==> config.mk <==
export PLATFORM = sky130hd
export DESIGN_NAME = gpio_ctrl
export DESIGN_NICKNAME = d
export VERILOG_FILES = /design/src/rtl/gpio_pkg.sv /design/src/rtl/gpio_sync_edge.sv /design/src/rtl/gpio_ctrl.sv
export SDC_FILE = /design/constraint.sdc
export NUM_CORES = 1
export LEC_CHECK = 0
export CAP_MARGIN = 5
export CORE_MARGIN = 5
export CORE_UTILIZATION = 50
export CTS_BUF_LIST = sky130_fd_sc_hd__clkbuf_16
export CTS_CLUSTER_SIZE = 30
export DETAILED_ROUTE_END_ITERATION = 7
export GPL_ROUTABILITY_DRIVEN = 0
export HOLD_SLACK_MARGIN = 0.08
export PLACE_DENSITY = 0.8
export REMOVE_ABC_BUFFERS = 1
export SETUP_SLACK_MARGIN = 0.4
export SYNTH_ARGS = -nofsm -noshare
export SYNTH_HDL_FRONTEND = slang
export SYNTH_HIERARCHICAL = 1
export SYNTH_SLANG_ARGS = --single-unit
==> constraint.sdc <==
create_clock -name clk -period 1.4 [get_ports clk]
set_input_delay 0.21 -clock clk [delete_from_list [all_inputs] [get_ports clk]]
set_output_delay 0.21 -clock clk [all_outputs]
set_load 0.01 [all_outputs]
==> src/rtl/gpio_pkg.sv <==
// Shared definitions for the GPIO controller: register byte offsets,
// the register-select enum and small bus helpers.
package gpio_pkg;

    localparam logic [4:0] GPIO_DATA_IN  = 5'h00;
    localparam logic [4:0] GPIO_DATA_OUT = 5'h04;
    localparam logic [4:0] GPIO_DIR      = 5'h08;
    localparam logic [4:0] GPIO_IRQ_EN   = 5'h0C;
    localparam logic [4:0] GPIO_IRQ_RISE = 5'h10;
    localparam logic [4:0] GPIO_IRQ_FALL = 5'h14;
    localparam logic [4:0] GPIO_IRQ_STAT = 5'h18;

    typedef enum logic [2:0] {
        REG_DATA_IN  = 3'd0,
        REG_DATA_OUT = 3'd1,
        REG_DIR      = 3'd2,
        REG_IRQ_EN   = 3'd3,
        REG_IRQ_RISE = 3'd4,
        REG_IRQ_FALL = 3'd5,
        REG_IRQ_STAT = 3'd6,
        REG_RSVD     = 3'd7
    } gpio_reg_e;

    // Map the word-address bits onto a register select; the byte offset
    // table above is the single source of truth for the map.
    function automatic gpio_reg_e reg_decode(input logic [2:0] word);
        gpio_reg_e sel;
        case ({word, 2'b00})
            GPIO_DATA_IN:  sel = REG_DATA_IN;
            GPIO_DATA_OUT: sel = REG_DATA_OUT;
            GPIO_DIR:      sel = REG_DIR;
            GPIO_IRQ_EN:   sel = REG_IRQ_EN;
            GPIO_IRQ_RISE: sel = REG_IRQ_RISE;
            GPIO_IRQ_FALL: sel = REG_IRQ_FALL;
            GPIO_IRQ_STAT: sel = REG_IRQ_STAT;
            default:       sel = REG_RSVD;
        endcase
        return sel;
    endfunction

    // Expand the four byte-lane enables into a 32-bit bit mask.
    function automatic logic [31:0] lane_mask(input logic [3:0] sel);
        logic [31:0] m;
        for (int b = 0; b < 4; b++) begin
            m[b*8 +: 8] = {8{sel[b]}};
        end
        return m;
    endfunction

endpackage

==> src/rtl/gpio_sync_edge.sv <==
// Pad input synchroniser followed by a one-cycle history flop; exposes the
// synchronised value and raw per-pin rising/falling edge flags.
module gpio_sync_edge #(
    parameter int N   = 32,
    parameter int STG = 2
) (
    input  logic         clk,
    input  logic         reset,
    input  logic [N-1:0] i_async,
    output logic [N-1:0] o_sync,
    output logic [N-1:0] o_rise,
    output logic [N-1:0] o_fall
);

    // Element 0 is the flop nearest the pads; element STG-1 is DATA_IN.
    logic [STG-1:0][N-1:0] r_sync;
    logic [N-1:0]          r_prev;

    // Shift pad samples through the synchroniser and remember last DATA_IN.
    always_ff @(posedge clk) begin
        if (reset) begin
            r_sync <= '0;
            r_prev <= '0;
        end else begin
            r_sync <= {r_sync[STG-2:0], i_async};
            r_prev <= r_sync[STG-1];
        end
    end

    assign o_sync = r_sync[STG-1];
    assign o_rise = r_sync[STG-1] & ~r_prev;
    assign o_fall = ~r_sync[STG-1] & r_prev;

endmodule

==> src/rtl/gpio_ctrl.sv <==
// Wishbone-mapped GPIO controller: register file, single-cycle ack bus
// slave, sticky edge status and level interrupt.
module gpio_ctrl
    import gpio_pkg::*;
#(
    parameter int N_GPIO   = 32,
    parameter int SYNC_STG = 2
) (
    input  logic              clk,
    input  logic              reset,
    input  logic              wb_cyc_i,
    input  logic              wb_stb_i,
    input  logic              wb_we_i,
    input  logic [4:0]        wb_adr_i,
    input  logic [31:0]       wb_dat_i,
    input  logic [3:0]        wb_sel_i,
    output logic [31:0]       wb_dat_o,
    output logic              wb_ack_o,
    input  logic [N_GPIO-1:0] i_gpio,
    output logic [N_GPIO-1:0] o_gpio,
    output logic [N_GPIO-1:0] en_gpio,
    output logic              irq_o
);

    logic [N_GPIO-1:0] r_data_out;
    logic [N_GPIO-1:0] r_dir;
    logic [N_GPIO-1:0] r_irq_en;
    logic [N_GPIO-1:0] r_irq_rise;
    logic [N_GPIO-1:0] r_irq_fall;
    logic [N_GPIO-1:0] r_irq_stat;
    logic              r_ack;
    logic [31:0]       r_dat_o;
    logic              r_irq;

    logic              w_req;
    logic              w_wr;
    logic              w_rd;
    gpio_reg_e         w_reg;
    logic [N_GPIO-1:0] w_mask;
    logic [N_GPIO-1:0] w_dat;
    logic [N_GPIO-1:0] w_w1c;
    logic [N_GPIO-1:0] w_sync;
    logic [N_GPIO-1:0] w_rise;
    logic [N_GPIO-1:0] w_fall;
    logic [31:0]       w_rdata;
    logic              w_unused;

    gpio_sync_edge #(
        .N   (N_GPIO),
        .STG (SYNC_STG)
    ) u_sync_edge (
        .clk     (clk),
        .reset   (reset),
        .i_async (i_gpio),
        .o_sync  (w_sync),
        .o_rise  (w_rise),
        .o_fall  (w_fall)
    );

    // A new request is only seen while no ack is outstanding, which gives
    // the two-cycle cadence for back-to-back accesses.
    assign w_req  = wb_cyc_i & wb_stb_i & ~r_ack;
    assign w_wr   = w_req & wb_we_i;
    assign w_rd   = w_req & ~wb_we_i;
    assign w_reg  = reg_decode(wb_adr_i[4:2]);
    assign w_mask = N_GPIO'(lane_mask(wb_sel_i));
    assign w_dat  = wb_dat_i[N_GPIO-1:0];
    assign w_w1c  = (w_wr && (w_reg == REG_IRQ_STAT)) ? (w_dat & w_mask) : '0;

    // Byte address bits below the word boundary carry no meaning.
    assign w_unused = ^wb_adr_i[1:0];

    // Read data mux; upper bits beyond the pin count zero-extend.
    always_comb begin
        w_rdata = '0;
        case (w_reg)
            REG_DATA_IN:  w_rdata = 32'(w_sync);
            REG_DATA_OUT: w_rdata = 32'(r_data_out);
            REG_DIR:      w_rdata = 32'(r_dir);
            REG_IRQ_EN:   w_rdata = 32'(r_irq_en);
            REG_IRQ_RISE: w_rdata = 32'(r_irq_rise);
            REG_IRQ_FALL: w_rdata = 32'(r_irq_fall);
            REG_IRQ_STAT: w_rdata = 32'(r_irq_stat);
            default:      w_rdata = '0;
        endcase
    end

    // Acknowledge every request one edge later; read data is held only
    // for that ack cycle and is zero otherwise.
    always_ff @(posedge clk) begin
        if (reset) begin
            r_ack   <= 1'b0;
            r_dat_o <= '0;
        end else begin
            r_ack   <= w_req;
            r_dat_o <= w_rd ? w_rdata : '0;
        end
    end

    // Byte-lane writes to the plain RW registers, committed with the ack.
    always_ff @(posedge clk) begin
        if (reset) begin
            r_data_out <= '0;
            r_dir      <= '0;
            r_irq_en   <= '0;
            r_irq_rise <= '0;
            r_irq_fall <= '0;
        end else if (w_wr) begin
            case (w_reg)
                REG_DATA_OUT: r_data_out <= (r_data_out & ~w_mask) | (w_dat & w_mask);
                REG_DIR:      r_dir      <= (r_dir      & ~w_mask) | (w_dat & w_mask);
                REG_IRQ_EN:   r_irq_en   <= (r_irq_en   & ~w_mask) | (w_dat & w_mask);
                REG_IRQ_RISE: r_irq_rise <= (r_irq_rise & ~w_mask) | (w_dat & w_mask);
                REG_IRQ_FALL: r_irq_fall <= (r_irq_fall & ~w_mask) | (w_dat & w_mask);
                default: ;
            endcase
        end
    end

    // Sticky edge status (a new edge beats a same-cycle clear) and the
    // registered interrupt level one cycle behind it.
    always_ff @(posedge clk) begin
        if (reset) begin
            r_irq_stat <= '0;
            r_irq      <= 1'b0;
        end else begin
            r_irq_stat <= (r_irq_stat & ~w_w1c)
                        | (w_rise & r_irq_rise)
                        | (w_fall & r_irq_fall);
            r_irq      <= |(r_irq_stat & r_irq_en);
        end
    end

    assign wb_ack_o = r_ack;
    assign wb_dat_o = r_dat_o;
    assign o_gpio   = r_data_out;
    assign en_gpio  = r_dir;
    assign irq_o    = r_irq;

endmodule

==> metrics.csv <==
stage,metric,value,unit
outcome,run status,"finished, violations left",
outcome,failing checks,negative setup slack,
logic_synthesis,Post-Syn Area per Cell,10.7,sq um
sta,Final Skew,0.00715,ns
logic_synthesis,leading area contributor after synthesis,dfxtp_1,
drt,DRT Pass-1 Iters,5,
clock_tree,Skew-Pair Late Insertion Delay,0.50,ns
drt,vias per cell,5.65,
grt,largest net degree at the start of global routing,144,
clock_tree,CTS max path bufs,3,
sta,Hold Worst Slack,0.0423,ns
die,core area,26800,sq um
drt,WL per Instance,20.4,um
drt,vias,10600,
grt,gr usage total,23.3,%
cells_and_area,layout cells sized above 1,33.1,%
drt,DRC viols,0,
sta,fmax,0.600,GHz
sta,worst rel slew slack,53.0,%
die,row cnt,60,
die,Initial Util,50.4,%
sta,Tcrit/Tclk final,119,%
sta,Final setup viols,205,
critical_path,crit path max fanout,8,
die,Chip Height,174,um
logic_synthesis,Post-synth EDFFs,0,
logic_synthesis,Synth top area share,47.8,%
cells_and_area,fillers,1884,
critical_path,critical path class,reg -> reg,
drt,Total Wirelength,38200,um
die,die area,30400,sq um
critical_path,type of origin of the critical path,register,
cells_and_area,Final nets,1591,
clock_tree,clock sink count,322,
clock_tree,CTS tree,done,
logic_synthesis,post-synthesis cell area,13500,sq um
grt,vias in the first global route,10500,
clock_tree,"Clk pin slew, worst setup/hold paths",0.06,ns
placement,pre-CTS WS,-0.522,ns
logic_synthesis,"Top FF cell, synth",dfxtp_1,
critical_path,critical path data required time,1.75,ns
clock_tree,clock root cell,clkbuf_16,
power,Lkg Pwr,8.03,nW
clock_tree,Num CTS Buffers,34,
placement,dpl hpwl,25000,um
logic_synthesis,#FFs+latches synth,322,
critical_path,element type at the critical path end,register,
grt,GRT overflow,0,
critical_path,Worst Path Arrival,2.01,ns
logic_synthesis,post-synthesis cell type count,44,
power,PwrDens,1040,nW/um^2
logic_synthesis,"Async S/R FF share, synth",0,%
logic_synthesis,register area share after synthesis,47.8,%
die,Die X,174,um
logic_synthesis,Cells after Synth,1262,
grt,first-pass GRT wire length,57400,um
sta,Final Hold Vio Count,0,
placement,port bufs,173,
sta,Slew @ Worst Pin,0.705,ns
drt,Iter 0 DRT Violations,856,
logic_synthesis,yosys warns,6,
power,worst vdd ir,907,uV
sta,RSZ-0062 raised after global routing,yes,
drt,post-route ant nets,0,
flow_run,Max-Cap Viols,0,
clock_tree,H-tree depth reported by CTS,2,
die,Top Ports,176,
min_path,worst hold-check path type,in -> reg,
sta,final worst slack,-0.266,ns
sta,Final Critical Period,1.67,ns
cells_and_area,Synth-to-Final Area Change,34.3,%
grt,initial antenna violation count,1,
logic_synthesis,synth top area cells,"dfxtp_1, mux2i_1, nor2b_1, nor2_1, a22oi_1",
sta,Slew Limit Fails,0,
[synthesized netlist by cell type, types with 2 or more instances]
cell type,count
and3b_1,3
or2_2,2
inv_1,2
nand3_2,12
nor3b_4,2
and2_1,5
buf_2,26
a21oi_1,3
nand3b_1,2
a22oi_1,61
o21ai_0,4
nand4_1,4
a22o_1,3
clkbuf_2,2
nand3_4,8
a311oi_2,15
a221oi_1,2
nand3_1,4
a31oi_1,10
nand2b_1,3
o2bb2ai_1,20
buf_6,8
dfxtp_1,322
mux2_2,19
mux4_2,19
buf_4,42
a222oi_1,2
clkbuf_1,26
nor2_1,187
a311oi_1,17
mux2i_1,205
or2_1,4
nor2b_1,196
nand2_1,12
[per-stage QoR]
step	cells	total power [W]	cell area, sq um	util, %	setup TNS (ns)
6_report	1873	0.0188	18100	67.7	-18.98
5_1_grt	1873	0.0194	18100	67.7	-27.06
4_1_cts	1859	0.0188	17400	64.8	-11.03
3_5_place_dp	1762	0.0108	16000	59.6	-100.99
3_3_place_gp	1762	0.0108	16000	59.6	-94.60
2_1_floorplan	1157	0.00988	12800	-	-153.66
[worst paths after layout]
check / cells past startpoint / endpoint / startpoint / slack [ns]
setup / recovery: 6 / register / wb_ack_o / -0.27
hold / removal: 3 / wb_ack_o / reset / 0.04
setup reg to reg: 6 / register / wb_ack_o / -0.27
hold reg to reg: 1 / u_sync_edge/o_sync[22] / u_sync_edge/r_sync[22] / 0.43
[layout make-up]
class                      count  area [sq um]  area share, %
antenna                        1          2.50         0.0138
clock buffer                  35           876           4.83
multi-input combinational    833          6870           37.9
timing repair buffer         320          3280           18.1
clock inverter                19           111          0.614
sequential                   322          6560           36.2
tap                          341           427           2.35
inverter                       2          7.51         0.0414
[layout by cell type (no fill, tap or decap), types with 24 or more instances in the layout]
| cell | count |
|---|---|
| buf_2 | 24 |
| a22oi_1 | 56 |
| clkbuf_16 | 39 |
| nor2b_1 | 196 |
| buf_12 | 28 |
| dfxtp_1 | 246 |
| buf_4 | 104 |
| dfxtp_2 | 69 |
| buf_6 | 87 |
| clkdlybuf4s50_1 | 71 |
| nor2_1 | 167 |
| mux2i_1 | 197 |
[logic make-up after synthesis]
kind of cell	after synthesis	synth area share, %
buffers and inverters	107	4.97
multiplexers	243	20.0
AO/OA/AOI/OAI	140	8.84
AND/OR/NAND/NOR	450	18.5
flip-flops	322	47.8
[critical path, stage by stage (launching register included)]
cell and delay, ns:
dfxtp_2 0.31, and4b_4 0.42, buf_12 0.16, nand3_2 0.09
buf_12 0.17, mux2i_1 0.25, nor2_1 0.10
[repair_timing]
item,4_1_cts,5_1_grt
gates resized for setup,540,135
buffers inserted,43,8
endpoints found under the setup margin,323,323
pin swaps,7,28
gates cloned,0,5
hold endpoints to repair,1,1
[report_power, final]
part	total (W)	internal [W]	leakage, nW	switching, W
clock	0.00815	0.00468	0.507	0.00347
sequential	0.00936	0.00928	2.65	0.0000766
combinational	0.00133	0.000638	4.87	0.000688
total	0.0188	0.0146	8.03	0.00424
[routing by layer]
| metal | vias to the layer above | track usage [%] | wire length [um] |
|---|---|---|---|
| met5 | - | 0 | 0 |
| met4 | 0 | 8.68 | 1210 |
| met3 | 82 | 5.11 | 2800 |
| met2 | 425 | 37.7 | 18400 |
| met1 | 5182 | 30.7 | 15800 |
| li1 | 4899 | - | - |
Note: power is estimated with default switching activity, not from simulation.
